[config.mk]
export PLATFORM = sky130hd
export DESIGN_NAME = icache_direct_mapped
export DESIGN_NICKNAME = d
export VERILOG_FILES = /design/src/rtl/icache_direct_mapped_pkg.sv /design/src/rtl/icache_line_array.sv /design/src/rtl/icache_direct_mapped.sv
export SDC_FILE = /design/constraint.sdc
export NUM_CORES = 1
export LEC_CHECK = 0
export ABC_AREA = 1
export ABC_CLOCK_PERIOD_IN_PS = 10800
export CORE_UTILIZATION = 40
export CTS_BUF_LIST = sky130_fd_sc_hd__clkbuf_8
export DETAILED_ROUTE_END_ITERATION = 10
export HOLD_SLACK_MARGIN = 0.02
export PLACE_DENSITY = 0.6
export SETUP_SLACK_MARGIN = 0.15
export SLEW_MARGIN = 40
export SYNTH_ARGS = -nofsm -noshare
export SYNTH_HDL_FRONTEND = slang
export SYNTH_SLANG_ARGS = --single-unit
[constraint.sdc]
create_clock -name clk -period 10.8 [get_ports clk]
set_clock_uncertainty 0.2 [all_clocks]
set_input_delay 2.16 -clock clk [delete_from_list [all_inputs] [get_ports clk]]
set_output_delay 2.16 -clock clk [all_outputs]
set_load 0.01 [all_outputs]
[src/rtl/icache_direct_mapped_pkg.sv]
// rtl/icache_direct_mapped_pkg.sv - shared constants and state encoding for the direct-mapped icache
package icache_direct_mapped_pkg;

   localparam int ICACHE_LINE_WORDS = 4;
   localparam int ICACHE_NUM_LINES  = 4;

   // Address layout: [tag | index | offset], offset in the low bits.
   localparam int IC_OFF_W   = 2;
   localparam int IC_IDX_W   = 2;
   localparam int IC_IDX_LSB = IC_OFF_W;
   localparam int IC_TAG_LSB = IC_OFF_W + IC_IDX_W;

   typedef enum logic [1:0] {
      IC_IDLE     = 2'd0,
      IC_MISS_REQ = 2'd1,
      IC_FILL     = 2'd2
   } ic_state_e;

endpackage

[src/rtl/icache_line_array.sv]
// rtl/icache_line_array.sv - tag/valid/data storage with combinational read and synchronous line write
module icache_line_array
   import icache_direct_mapped_pkg::*;
#(
   parameter int WORD_SIZE  = 16,
   parameter int LINE_WORDS = ICACHE_LINE_WORDS,
   parameter int NUM_LINES  = ICACHE_NUM_LINES,
   parameter int IDX_W      = IC_IDX_W,
   parameter int TAG_W      = WORD_SIZE - IC_TAG_LSB
) (
   input  logic                             clk,
   input  logic                             reset_n,
   input  logic [IDX_W-1:0]                 rd_index,
   output logic                             rd_valid,
   output logic [TAG_W-1:0]                 rd_tag,
   output logic [LINE_WORDS*WORD_SIZE-1:0]  rd_line,
   input  logic                             wr_en,
   input  logic [IDX_W-1:0]                 wr_index,
   input  logic [TAG_W-1:0]                 wr_tag,
   input  logic [LINE_WORDS*WORD_SIZE-1:0]  wr_line,
   input  logic                             wr_valid,
   input  logic                             clear_all
);

   logic [NUM_LINES-1:0]             valid_q, valid_d;
   logic [TAG_W-1:0]                 tag_q  [NUM_LINES];
   logic [TAG_W-1:0]                 tag_d  [NUM_LINES];
   logic [LINE_WORDS*WORD_SIZE-1:0]  line_q [NUM_LINES];
   logic [LINE_WORDS*WORD_SIZE-1:0]  line_d [NUM_LINES];

   assign rd_valid = valid_q[rd_index];
   assign rd_tag   = tag_q[rd_index];
   assign rd_line  = line_q[rd_index];

   // clear_all wins over a same-cycle fill so an invalidated fill never becomes visible.
   always_comb begin
      valid_d = valid_q;
      tag_d   = tag_q;
      line_d  = line_q;
      if (wr_en) begin
         valid_d[wr_index] = wr_valid;
         tag_d[wr_index]   = wr_tag;
         line_d[wr_index]  = wr_line;
      end
      if (clear_all) begin
         valid_d = '0;
      end
   end

   always_ff @(posedge clk or negedge reset_n) begin
      if (!reset_n) begin
         valid_q <= '0;
      end else begin
         valid_q <= valid_d;
      end
   end

   always_ff @(posedge clk) begin
      tag_q  <= tag_d;
      line_q <= line_d;
   end

endmodule

[src/rtl/icache_direct_mapped.sv]
// rtl/icache_direct_mapped.sv - direct-mapped instruction cache feeding the IF stage, with miss FSM and perf counters
module icache_direct_mapped
   import icache_direct_mapped_pkg::*;
#(
   parameter int WORD_SIZE  = 16,
   parameter int LINE_WORDS = ICACHE_LINE_WORDS,
   parameter int NUM_LINES  = ICACHE_NUM_LINES
) (
   input  logic                             clk,
   input  logic                             reset_n,
   input  logic                             i_readM,
   input  logic [WORD_SIZE-1:0]             i_address,
   output logic [WORD_SIZE-1:0]             i_data,
   output logic                             i_ready,
   output logic                             i_stall,
   input  logic                             invalidate,
   output logic                             mem_req,
   output logic [WORD_SIZE-1:0]             mem_addr,
   input  logic                             mem_ack,
   input  logic [LINE_WORDS*WORD_SIZE-1:0]  mem_line,
   output logic [WORD_SIZE-1:0]             num_hit,
   output logic [WORD_SIZE-1:0]             num_miss
);

   localparam int TAG_W = WORD_SIZE - IC_TAG_LSB;

   logic [IC_OFF_W-1:0]             off;
   logic [IC_IDX_W-1:0]             idx;
   logic [TAG_W-1:0]                tag;
   logic                            rd_valid;
   logic [TAG_W-1:0]                rd_tag;
   logic [LINE_WORDS*WORD_SIZE-1:0] rd_line;
   logic                            hit;

   ic_state_e                       state_q, state_d;
   logic                            mem_req_q, mem_req_d;
   logic [WORD_SIZE-1:0]            mem_addr_q, mem_addr_d;
   logic [LINE_WORDS*WORD_SIZE-1:0] fill_q, fill_d;
   logic                            drop_q, drop_d;
   logic [WORD_SIZE-1:0]            num_hit_q, num_hit_d;
   logic [WORD_SIZE-1:0]            num_miss_q, num_miss_d;

   assign off = i_address[IC_OFF_W-1:0];
   assign idx = i_address[IC_TAG_LSB-1:IC_IDX_LSB];
   assign tag = i_address[WORD_SIZE-1:IC_TAG_LSB];

   // The latched line address doubles as the fill index/tag, so no separate miss latch is kept.
   icache_line_array #(
      .WORD_SIZE  (WORD_SIZE),
      .LINE_WORDS (LINE_WORDS),
      .NUM_LINES  (NUM_LINES),
      .IDX_W      (IC_IDX_W),
      .TAG_W      (TAG_W)
   ) u_lines (
      .clk        (clk),
      .reset_n    (reset_n),
      .rd_index   (idx),
      .rd_valid   (rd_valid),
      .rd_tag     (rd_tag),
      .rd_line    (rd_line),
      .wr_en      (state_q == IC_FILL),
      .wr_index   (mem_addr_q[IC_TAG_LSB-1:IC_IDX_LSB]),
      .wr_tag     (mem_addr_q[WORD_SIZE-1:IC_TAG_LSB]),
      .wr_line    (fill_q),
      .wr_valid   (~drop_q),
      .clear_all  (invalidate)
   );

   assign hit      = rd_valid && (rd_tag == tag);
   assign i_ready  = i_readM && hit && (state_q == IC_IDLE);
   assign i_data   = hit ? rd_line[32'(off)*WORD_SIZE +: WORD_SIZE] : '0;
   assign i_stall  = i_readM && !i_ready;
   assign mem_req  = mem_req_q;
   assign mem_addr = mem_addr_q;
   assign num_hit  = num_hit_q;
   assign num_miss = num_miss_q;

   always_comb begin
      state_d    = state_q;
      mem_req_d  = mem_req_q;
      mem_addr_d = mem_addr_q;
      fill_d     = fill_q;
      drop_d     = drop_q;
      num_hit_d  = num_hit_q + WORD_SIZE'(i_ready);
      num_miss_d = num_miss_q;
      case (state_q)
         IC_IDLE: begin
            if (i_readM && !hit) begin
               mem_req_d  = 1'b1;
               mem_addr_d = {i_address[WORD_SIZE-1:IC_OFF_W], {IC_OFF_W{1'b0}}};
               num_miss_d = num_miss_q + WORD_SIZE'(1);
               state_d    = IC_MISS_REQ;
            end
         end
         IC_MISS_REQ: begin
            if (invalidate) begin
               drop_d = 1'b1;
            end
            if (mem_ack) begin
               fill_d    = mem_line;
               mem_req_d = 1'b0;
               state_d   = IC_FILL;
            end
         end
         IC_FILL: begin
            drop_d  = 1'b0;
            state_d = IC_IDLE;
         end
         default: begin
            mem_req_d = 1'b0;
            state_d   = IC_IDLE;
         end
      endcase
   end

   always_ff @(posedge clk or negedge reset_n) begin
      if (!reset_n) begin
         state_q    <= IC_IDLE;
         mem_req_q  <= 1'b0;
         mem_addr_q <= '0;
         fill_q     <= '0;
         drop_q     <= 1'b0;
         num_hit_q  <= '0;
         num_miss_q <= '0;
      end else begin
         state_q    <= state_d;
         mem_req_q  <= mem_req_d;
         mem_addr_q <= mem_addr_d;
         fill_q     <= fill_d;
         drop_q     <= drop_d;
         num_hit_q  <= num_hit_d;
         num_miss_q <= num_miss_d;
      end
   end

endmodule

==> Word level (Yosys, flattened, before mapping) <==
Index checks and enable logic that the tools add are counted.
{ "word_totals": {"regBits": 422, "latch_bits": 0, "ramBits": 0, "romBits": 0, "input_bits": 85, "out_inout_bits": 67, "elab_cells": 80, "mem_count": 0} }
{ "op_classes": {"n_addsub": 2, "n_mul": 0, "div": 0, "magnitude_cmp": 6, "eq_ne": 6, "shifts": 1, "mux": 28, "bitwise": 4, "n_reduce_logical": 17} }
{ "ops": {"columns": ["cell", "count"], "rows": [
  ["$bwmux 256", 1],
  ["$mux 64", 3],
  ["$bmux 64 s2", 1],
  ["$demux 64 s2", 1],
  ["$shiftx 64x7->16", 1],
  ["$bwmux 48", 1],
  ["$mux 12", 3],
  ["$bmux 12 s2", 1],
  ["$demux 12 s2", 1],
  ["$add 16x1->16", 1],
  ["$add 16x1->16 const B", 1],
  ["$mux 16", 1],
  ["$eq 12x12->1", 1],
  ["$mux 4", 2],
  ["$reduce_and 2->1", 4],
  ["$logic_and 1x1->1", 7],
  ["$ge 3x3->1 const B", 2],
  ["$lt 2x3->1 const B", 2],
  ["$not 2->3", 2],
  ["$mux 1", 5],
  ["$bwmux 4", 1],
  ["$mux 2", 2],
  ["$ne 2x2->1 const B", 2],
  ["$pmux 2 s2", 1],
  ["other kinds (14)", 17]
]} }

==> Depth between registers and ports, before layout <==
{ "depth": {"word_depth": 10, "depth_mapped": 23, "ltp_nobuf": 20} }

==> By module <==
A second synthesis with hierarchy kept.
{ "unflattened": {"cells_unflattened": 1679, "hier_area_um2": 19164.6} }
{ "modules_own_cells": {"columns": ["module", "n_inst", "cells_each", "area_each_um2", "seq_area_each_um2"], "rows": [
  ["icache_line_array", 1, 929, 13445.4, 9228.9],
  ["icache_direct_mapped", 1, 750, 5719.2, 2852.7]
]} }

==> Worst setup path before layout <==
Ideal clock, no wire load.
{ "synth_timing": {"kind": "input to output", "startpoint": "input port i_address[2]", "endpoint": "output port i_data[10]", "arrival_time_ns": 3.515, "setup_slack_ns": 4.925, "path_stages": 14, "cell_sequence": "inv_2 -> buf_2 -> nand2_1 -> nand3_1 -> nand2_1 -> nand2_1 -> nand2_1 -> nor2_1 -> nand2_1 -> nor2_1 -> nand2_1 -> buf_4 -> buf_2 -> a21oi_1"} }
{ "synth_between": {"elab_chain_cells": 7, "elab_cells_between_ends": 13, "classes_between": "eq/ne: 1; shift: 1; mux: 9; bitwise: 1; reduce/logical: 1"} }
{ "synth_lines": {"columns": ["element", "line_no", "text"], "rows": [
  ["start: declaration", "icache_direct_mapped.sv:12", "input logic [WORD_SIZE-1:0] i_address,"],
  ["branches (longest 6 deep; another with $bmux 64 s2)", null, null],
  ["$mux 16 (*)", "icache_direct_mapped.sv:71", "assign i_data = hit ? rd_line[32'(off)*WORD_SIZE +: WORD_SIZE] : '0;"],
  ["end: declaration", "icache_direct_mapped.sv:13", "output logic [WORD_SIZE-1:0] i_data,"]
]} }
Every way passes the cells marked *. The select of a mux whose other input is x is not followed.

==> Worst setup path after layout <==
{ "layout_timing": {"startpoint": "input port i_address[2]", "endpoint": "output port i_ready"} }
{ "layout_between": {"elab_chain_cells": 8, "elab_cells_between_ends": 10, "classes_between": "eq/ne: 1; mux: 5; bitwise: 1; reduce/logical: 3"} }
{ "layout_lines": {"columns": ["element", "line_no", "text"], "rows": [
  ["$not 2->3 (implied by the code)", "icache_line_array.sv:32", "assign rd_tag = tag_q[rd_index];"],
  ["$bmux 12 s2", "icache_line_array.sv:32", null],
  ["$mux 12 (implied by the code) (2 in a row)", "icache_line_array.sv:32", null],
  ["$eq 12x12->1", "icache_direct_mapped.sv:69", "assign hit = rd_valid && (rd_tag == tag);"],
  ["$logic_and 1x1->1 (*)", "icache_direct_mapped.sv:69", null],
  ["$logic_and 1x1->1 (*) (2 in a row)", "icache_direct_mapped.sv:70", "assign i_ready = i_readM && hit && (state_q == IC_IDLE);"],
  ["end: declaration", "icache_direct_mapped.sv:14", "output logic i_ready,"]
]} }
Mark *: on every way between the ends. The rest lies on a longest branch, timed or not. The select of a mux whose other input is x is not followed.

==> run summary <==
Syn. warnings: 0
total negative setup slack: 0 ps
Ports: 152
PortBufs: 149
via count: 11600
Power Density: 207 nW/µm²
CTS buffer count: 72
Lkg Pwr: 8.28 nW
hold buffers post-CTS: 0
top cell type's share of synthesized area: 53.5%
flops & latches, synth: 422
reg2reg start: u_lines.tag_q[6]
Synth cell types: 27
Max FO, Critical Path: 69
sequential share of the synthesized area: 70.8%
Overall Global Routing Usage: 19.2%
Synth Flop Type: edfxtp_1
via/cell ratio: 5.06
DR iter-0 viols: 875
GP Congestion: 0.786
Final setup viols: 0
DP HPWL: 24400 µm
WL final: 41200 µm
period utilisation layout: 77.3%
Post-Synthesis Cells: 1535
drt wl/cell: 18.0 µm
cts repair resizes: 0
Die Area: 43500 µm²
fraction of layout cells with a size suffix above 1: 7.19%
status: finished clean
design area: 20500 µm²
CTS tree: done
clock sink count: 422
H-tree depth: 3
clock latency on the worst-skew pair: 620 ps
Comb pwr share: 12.0%
mean area per synthesized cell: 11.1 µm²
Commonest cells post-synth: nand2_1 (621), edfxtp_1 (304), nand3_1 (160)
Post-Syn Area: 17100 µm²
Pre-antenna DRT Iters: 5
setup bufs post-CTS: 0
Area Overhead vs Synth: 19.8%
CP Launch Type: primary input
remaining antenna violation count after routing: 0
DRC Markers: 0
first-pass GRT wire length: 64500 µm
grt total ovfl: 0
die height: 209 µm
largest net degree at the start of global routing: 88
CTS Root Cell: clkbuf_8
Std-Cell Rows: 75
number of synthesized flops with an enable pin: 304
worst path arrival time: 5990 ps
Reg clk slew, reported paths: 60 ps
switch share: 28.1%
Final Critical Period: 8350 ps
RSZ-0062 raised after global routing: no
Die X: 209 µm
Slew Limit Fails: 0
Hold Path Origin: drop_q
worst hold path type: reg -> reg
crit path capture type: primary output
max_cap viols: 0
Internal: 0.00305 W
most common cell in the netlist: nand2_1
dpl cell area: 19100 µm²
vias in the first global route: 11400
Max Clk Rate: 0.120 GHz
sequential share of power: 55.6%
CTS Buffer Depth: 3
crit path kind: in -> out
core area: 42000 µm²
initial antenna violation count: 2
Hold Vio Cnt, Final: 0
Psw: 0.00119 W
synth top area cells: edfxtp_1 (53%), dfrtp_1 (17%), nand2_1 (14%)
Worst Max-Slew Pin Slew: 803 ps
Clock Power Share: 32.3%
Initial Util: 40.6%
crit path launch: i_address[2]
post-synth top area cell: edfxtp_1
Async SR Flop Fraction: 28.0%
CP required: 8440 ps
Fillers: 3811
Worst VDD drop: 0.104 mV
nets@finish: 1781
Slew headroom: 46.5%
[flip-flops by register name (all words and copies together), names as in the netlist]
name             flops
mem_req              1
drop_q               1
num_hit             16
u_lines.line_q     256
fill_q              64
u_lines.tag_q       48
state_q              2
u_lines.valid_q      4
num_miss            16
mem_addr            14
[per-layer routing]
layer  track usage, %  vias up  part of all wire [%]
met1             26.3     5621                    46
met3             3.35       56                   5.2
met2             31.1      333                    47
met4             6.54        0                   1.7
li1                 -     5582                     -
met5                0        -                     0
[critical path: stages]
cell and delay [ps]:
buf_4 300, buf_4 630, buf_4 710, nand2_1 110, nand3_1 130, nand3_1 80
nand2_1 80, nand3_1 70, nor2_1 130, nand2_2 410, buf_4 420, nor2_1 170
clkdlybuf4s50_1 560
[final timing paths]
path	end	slack, ps	depth (start not counted)
max	i_ready	2450	13
min	u_lines.valid_q[0]	260	1
max reg2reg	num_hit[14]	6740	19
min reg2reg	u_lines.valid_q[0]	260	1
max in group asynchronous	num_hit[14]	7810	2
min in group asynchronous	fill_q[18]	1400	1
[cell families (layout without fill, tap and decap cells)]
group / Yosys count / count (layout) / share of synthesized area (%)
AND/OR/NAND/NOR: 824 / 824 / 19.5
flip-flops: 422 / 422 / 70.8
AO/OA/AOI/OAI: 131 / 131 / 4.99
buffers and inverters: 127 / 343 / 3.11
XOR/XNOR: 27 / 27 / 1.39
adder cells (fa/ha/maj): 3 / 3 / 0.220
other: 1 / 4 / 0.0220
[power groups by stage]
stage	Combinational (W)	Clock, W	Sequential, W
2_1_floorplan	0.000291	0	0.00232
3_3_place_gp	0.000508	0	0.00238
3_5_place_dp	0.000520	0	0.00239
4_1_cts	0.000522	0.00141	0.00236
5_1_grt	0.000579	0.00149	0.00240
6_report	0.000511	0.00137	0.00236
[through the flow]
stage | hold slack, ps | utilization, % | setup slack, ps | total power, W | instances
after floorplan | 238 | - | 4920 | 0.00261 | 1536
after global placement | 251 | 45.2 | 2450 | 0.00289 | 2156
after detailed placement | 256 | 45.4 | 2390 | 0.00291 | 2158
after CTS | 265 | 48.7 | 2390 | 0.00429 | 2291
after global routing | 306 | 48.7 | 2080 | 0.00446 | 2293
final | 265 | 48.7 | 2450 | 0.00424 | 2293
[layout by cell type, fill, tap and decap left out, drive strengths merged]
master | netlist | routed
edfxtp | 304 | 304
conb | 1 | 2
o21bai | 1 | 1
clkbuf | 37 | 81
ha | 3 | 3
a32o | 38 | 38
o21ai | 32 | 32
buf | 47 | 22
nor3 | 7 | 7
nand3 | 160 | 160
diode | 0 | 2
or2 | 2 | 2
bufinv | 0 | 1
a31oi | 1 | 1
nor2 | 27 | 27
inv | 42 | 76
clkdlybuf4s50 | 0 | 145
o31ai | 1 | 1
nor4 | 2 | 2
clkinv | 1 | 16
clkinvlp | 0 | 2
xnor2 | 8 | 8
xor2 | 19 | 19
dfrtp | 118 | 118
nand2 | 621 | 621
a21oi | 58 | 58
nand4 | 1 | 1
nand3b | 4 | 4
[cell type report]
cell class,instances,area (µm²),share of cell area (%)
Sequential cell,422,12100,59.0
Multi-Input combinational cell,987,4490,21.9
Timing Repair Buffer,167,1650,8.05
Clock buffer,81,1110,5.45
Tap cell,539,674,3.30
Clock inverter,52,280,1.37
Inverter,43,170,0.832
Antenna cell,2,5.00,0.0245
(Power assumes the default switching activity.)
